## src/rtl/button_multi_debounce.sv

```systemverilog
// N-channel push-button front end: synchroniser, stable-count debounce,
// press/release event pulses, long-press detection and auto-repeat per channel.
module button_multi_debounce #(
  parameter int N_BTN           = 4,
  parameter int SYNC_STAGES     = 2,
  parameter int DEBOUNCE_CYCLES = 20,
  parameter int LONG_CYCLES     = 1000,
  parameter int REPEAT_CYCLES   = 200,
  parameter int REPEAT_EN       = 1
) (
  input  logic             clk,
  input  logic             rst,
  input  logic [N_BTN-1:0] btn,
  output logic [N_BTN-1:0] debounced,
  output logic [N_BTN-1:0] press_pulse,
  output logic [N_BTN-1:0] release_pulse,
  output logic [N_BTN-1:0] long_pulse,
  output logic [N_BTN-1:0] repeat_pulse
);

  localparam int DW = $clog2(DEBOUNCE_CYCLES + 1);
  localparam int HW = $clog2(LONG_CYCLES + 1);
  localparam int RW = $clog2(REPEAT_CYCLES + 1);

  typedef enum logic [1:0] {IDLE, HELD, LONG} hold_state_e;

  for (genvar i = 0; i < N_BTN; i++) begin : g_ch
    logic [SYNC_STAGES-1:0] sync_q;
    logic                   s;
    logic                   deb_q, press_q, release_q, long_q, repeat_q;
    logic [DW-1:0]          db_cnt;
    logic [HW-1:0]          hold_cnt, hold_cnt_d;
    logic [RW-1:0]          rep_cnt, rep_cnt_d;
    hold_state_e            state_q, state_d;
    logic                   rise, fall, long_d, repeat_d;

    assign s    = sync_q[SYNC_STAGES-1];
    // The accepting edge is the one where the new level has already been
    // seen for DEBOUNCE_CYCLES-1 edges; that edge toggles the filtered level.
    assign rise = (s != deb_q) && (db_cnt == DW'(DEBOUNCE_CYCLES - 1)) && !deb_q;
    assign fall = (s != deb_q) && (db_cnt == DW'(DEBOUNCE_CYCLES - 1)) &&  deb_q;

    always_comb begin
      // NOTE: every output of this block gets a default first, so no branch can leave a latch.
      state_d    = state_q;
      hold_cnt_d = hold_cnt;
      rep_cnt_d  = rep_cnt;
      long_d     = 1'b0;
      repeat_d   = 1'b0;
      unique case (state_q)
        IDLE: begin
          if (rise) begin
            state_d    = HELD;
            hold_cnt_d = HW'(1);
          end
        end
        HELD: begin
          if (fall) begin
            state_d    = IDLE;
            hold_cnt_d = '0;
          end else if (hold_cnt == HW'(LONG_CYCLES)) begin
            // Hold counter stays at LONG_CYCLES from here on.
            state_d   = LONG;
            long_d    = 1'b1;
            rep_cnt_d = RW'(1);
          end else begin
            hold_cnt_d = hold_cnt + HW'(1);
          end
        end
        LONG: begin
          if (fall) begin
            state_d    = IDLE;
            hold_cnt_d = '0;
            rep_cnt_d  = '0;
          end else if (rep_cnt == RW'(REPEAT_CYCLES)) begin
            repeat_d  = (REPEAT_EN != 0);
            rep_cnt_d = RW'(1);
          end else begin
            rep_cnt_d = rep_cnt + RW'(1);
          end
        end
        default: begin
          state_d    = IDLE;
          hold_cnt_d = '0;
          rep_cnt_d  = '0;
        end
      endcase
    end

    // NOTE: non-blocking assignments so every flop samples the pre-edge values.
    always_ff @(posedge clk) begin
      if (!rst) begin
        sync_q    <= '0;
        deb_q     <= 1'b0;
        db_cnt    <= '0;
        press_q   <= 1'b0;
        release_q <= 1'b0;
        long_q    <= 1'b0;
        repeat_q  <= 1'b0;
        hold_cnt  <= '0;
        rep_cnt   <= '0;
        state_q   <= IDLE;
      end else begin
        sync_q    <= {sync_q[SYNC_STAGES-2:0], btn[i]};
        press_q   <= rise;
        release_q <= fall;
        if (rise || fall) begin
          deb_q  <= ~deb_q;
          db_cnt <= '0;
        end else if (s != deb_q) begin
          db_cnt <= db_cnt + DW'(1);
        end else begin
          db_cnt <= '0;
        end
        long_q   <= long_d;
        repeat_q <= repeat_d;
        hold_cnt <= hold_cnt_d;
        rep_cnt  <= rep_cnt_d;
        state_q  <= state_d;
      end
    end

    assign debounced[i]     = deb_q;
    assign press_pulse[i]   = press_q;
    assign release_pulse[i] = release_q;
    assign long_pulse[i]    = long_q;
    assign repeat_pulse[i]  = repeat_q;
  end

endmodule

```

## config.mk

```make
export PLATFORM = sky130hd
export DESIGN_NAME = button_multi_debounce
export DESIGN_NICKNAME = d
export VERILOG_FILES = /design/src/rtl/button_multi_debounce.sv
export SDC_FILE = /design/constraint.sdc
export NUM_CORES = 1
export LEC_CHECK = 0
export ABC_AREA = 1
export CORE_ASPECT_RATIO = 1.1
export CORE_MARGIN = 3
export CORE_UTILIZATION = 66
export DETAILED_ROUTE_END_ITERATION = 8
export PLACE_DENSITY_LB_ADDON = 0.3
export SETUP_SLACK_MARGIN = 0.3
export SYNTH_ARGS = -nofsm -noshare
export SYNTH_HDL_FRONTEND = slang
export SYNTH_SLANG_ARGS = --single-unit
```

## constraint.sdc

```tcl
create_clock -name clk -period 4.3 [get_ports clk]
set_input_delay 0.86 -clock clk [delete_from_list [all_inputs] [get_ports clk]]
set_output_delay 0.86 -clock clk [all_outputs]
set_load 0.1 [all_outputs]
```

==> results.yml <==
run_status:
  run_status: "finished clean"
yosys:
  predominant_post_synthesis_flop_cell: "sky130_fd_sc_hd__dfxtp_1"
  warnings_synthesis: 0
  syn_nets: 1116
  post-synth-top-area-cell: "sky130_fd_sc_hd__dfxtp_1"
  post_synth_arst_share_pct: 0
  yosys.area.top_type_share_pct: 36.1
  syn_area_per_cell_um2: 6.58
  synthesis.area_mm2: 0.00710
  sequential_area_share_after_synthesis_pct: 36.1
  yosys.cell_types.count: 34
  netlist_top_cells_area: "sky130_fd_sc_hd__dfxtp_1, sky130_fd_sc_hd__nand2_1, sky130_fd_sc_hd__nor2_1"
  post-synth-top-count-cell: "sky130_fd_sc_hd__nand2_1"
  number_of_synthesized_flops_with_an_enable_pin: 0
  ys_ff_latch: 128
  netlist_top_cells_count: "sky130_fd_sc_hd__nand2_1, sky130_fd_sc_hd__nor2_1, sky130_fd_sc_hd__inv_1, sky130_fd_sc_hd__dfxtp_1, sky130_fd_sc_hd__nand3_1"
  synthCells: 1078
routing:
  drt.antenna.violating_nets: 0
  post-route-drc-count: 0
  route.final.wire_length_um: 14600
  dr.first_iter.drc_count: 315
  via_count: 6495
  wl_per_cell_um: 11.7
  drt_first_pass_iters: 5
  viasPerCell: 5.21
grt:
  grt_max_degree: 62
  grt_util_all_layers_pct: 25.3
  antenna_found_initial: 0
  grt_pass1_vias: 6033
  overflow: 0
  global_route_wire_length_before_repair_um: 25300
power:
  internal_power_w: 0.00221
  pwr-share-seq_pct: 43.2
  power_switching_w: 0.000550
  power-per-cell-area_mw_per_mm2: 348
  comb_power_share_pct: 1.4
  ir_worst_vdd_mv: 0.331
  leakage_nw: 3.27
  power.share.switching_pct: 19.9
  power.clock.fraction_pct: 55.3
cts:
  clock_sink_count: 128
  ctsHoldBuffers: 0
  clock_tree.buffer_depth: 2
  ctsRootBufferMaster: "sky130_fd_sc_hd__clkbuf_16"
  clk_transition_reported_paths_ns: 0.06
  tritoncts: "yes"
  numCtsBuffers: 17
  cts_resized: 0
  cts_htree_levels: 4
  post-cts-setup-buffers: 0
  clk_latency_worst_skew_pair_ns: 0.42
critical_path:
  timing.critical_path.max_delay_family: "buffers and inverters"
  r2r_setup_slack_ns: 2.22
  crit_path_cells: "clkdlybuf4s50_1"
  type_of_destination_of_the_critical_path: "primary output"
  critPathRequiredTime_ns: 3.44
  max_stage_delay_ns: 1.17
  worstPathArrival_ns: 1.97
  critical_path.slowest_cell: "sky130_fd_sc_hd__clkdlybuf4s50_1"
  critical_path.n_buffers_inverters: 1
  setup.worst_path.start_class: "register"
  critPathKind: "reg2out"
  critical_path.max_fanout: 4
floorplan:
  floorplan.io_pins: 26
  placeable_core_area_mm2: 0.0104
  die_height_um: 115
  floorplan.die.width_um: 105
  rows: 39
  die_area_mm2: 0.0120
  initial_core_util_pct: 68.0
cells_and_area:
  ff_latch_area_mm2: 0.00256
  post_route_cells_drive_above_1_share_pct: 7.62
  final_net_count: 1128
  num_antenna_cells: 0
  areaGrowthSynthToFinish_pct: 12.0
  multiInputGateArea_mm2: 0.00369
  fillCellCount: 868
timing:
  fin_skew_ns: 0.00642
  max-slew-margin-rel_pct: 34.3
  final_setup_violation_count: 0
  finalCritPeriodShare_pct: 65.9
  final-max-slew-violation-count: 0
  worst_slew_pin_slew_ns: 0.983
  grt_setup_unrepaired: "false"
  count_of_endpoints_failing_hold_in_the_final_timing_report: 0
  holdWs_ns: 0.412
  final.setup.tns_ns: 0
  max_clock_freq_ghz: 0.353
  period_minus_slack_ns: 2.83
min_path:
  min-delay-path-class: "reg2reg"
placed_design:
  io_buffer_count: 25
  hpwl_um: 9710
  finalWeightedCongestion: 0.910
flow_run:
  max_cap_viols: 0
==> routing by layer <==
metal	up-vias	global-route usage (%)	share of wire, %
met2	143	45.5	49
li1	3377	-	-
met5	-	0	0
met4	0	11.3	1.9
met3	21	4.66	4.6
met1	2954	29.7	44
==> power by group through the flow <==
stage / clock network [W] / registers [W] / logic [W]
after floorplan: 0 / 0.00122 / 0.0000269
after global placement: 0 / 0.00122 / 0.0000388
after detailed placement: 0 / 0.00122 / 0.0000395
after CTS: 0.00154 / 0.00119 / 0.0000399
after global routing: 0.00160 / 0.00119 / 0.0000454
final: 0.00153 / 0.00119 / 0.0000400
==> sequential cells by signal, summed over array words and instances (netlist names), 8 cells and up <==
name	cells
g_ch.db_cnt	20
g_ch.sync_q	8
g_ch.rep_cnt	32
g_ch.hold_cnt	40
g_ch.state_q	8
==> through the flow <==
stage	instance area (um2)	std cells	setup slack (ns)	power, W	utilization [%]
after floorplan	7100	1078	2.42	0.00125	-
after global placement	7320	1214	1.93	0.00126	70.1
after detailed placement	7320	1214	1.93	0.00126	70.1
after CTS	7950	1246	1.46	0.00278	76.1
after global routing	7950	1246	1.43	0.00283	76.1
final	7950	1246	1.47	0.00276	76.1
==> worst paths after layout <==
kind / start / endpoint / cells past startpoint
min: g_ch[2].sync_q[0] / g_ch[2].sync_q[1] / 2
min reg2reg: g_ch[2].sync_q[0] / g_ch[2].sync_q[1] / 2
max: g_ch[1].deb_q / debounced[1] / 1
max reg2reg: g_ch[2].db_cnt[0] / g_ch[2].hold_cnt[8] / 10
==> kinds of logic (layout without fill, tap and decap cells) <==
group | count (synthesis) | in the layout | share of synthesized area [%]
simple gates | 583 | 583 | 35.6
buf+inv | 199 | 224 | 11.9
flops | 128 | 128 | 36.1
compound gates | 122 | 122 | 9.01
fa+ha+maj | 32 | 32 | 5.64
xor+xnor | 14 | 14 | 1.73
==> placed cells by master, fill, tap and decap left out, types with 5 or more instances in the layout <==
cell type                         count
sky130_fd_sc_hd__ha_1                32
sky130_fd_sc_hd__nor2_1             170
sky130_fd_sc_hd__a21oi_1             68
sky130_fd_sc_hd__inv_1              158
sky130_fd_sc_hd__nor2_4               5
sky130_fd_sc_hd__nor2_2              11
sky130_fd_sc_hd__clkdlybuf4s50_1     24
sky130_fd_sc_hd__nor3_1              13
sky130_fd_sc_hd__xor2_1              12
sky130_fd_sc_hd__o21ai_0             43
sky130_fd_sc_hd__dfxtp_1            128
sky130_fd_sc_hd__nand4_1             15
sky130_fd_sc_hd__clkbuf_16           17
sky130_fd_sc_hd__nand2_2             14
sky130_fd_sc_hd__nand3_1             78
sky130_fd_sc_hd__clkinv_2             5
sky130_fd_sc_hd__or2_2                6
sky130_fd_sc_hd__nand2_1            257
==> layout make-up <==
type	instances	area share (%)
Tap cell	143	2.25
Sequential cell	128	32.2
Clock buffer	21	5.92
Clock inverter	11	2.02
Timing Repair Buffer	29	3.46
Multi-Input combinational cell	751	46.4
Inverter	163	7.70
Note: power is estimated with default switching activity, not from simulation.
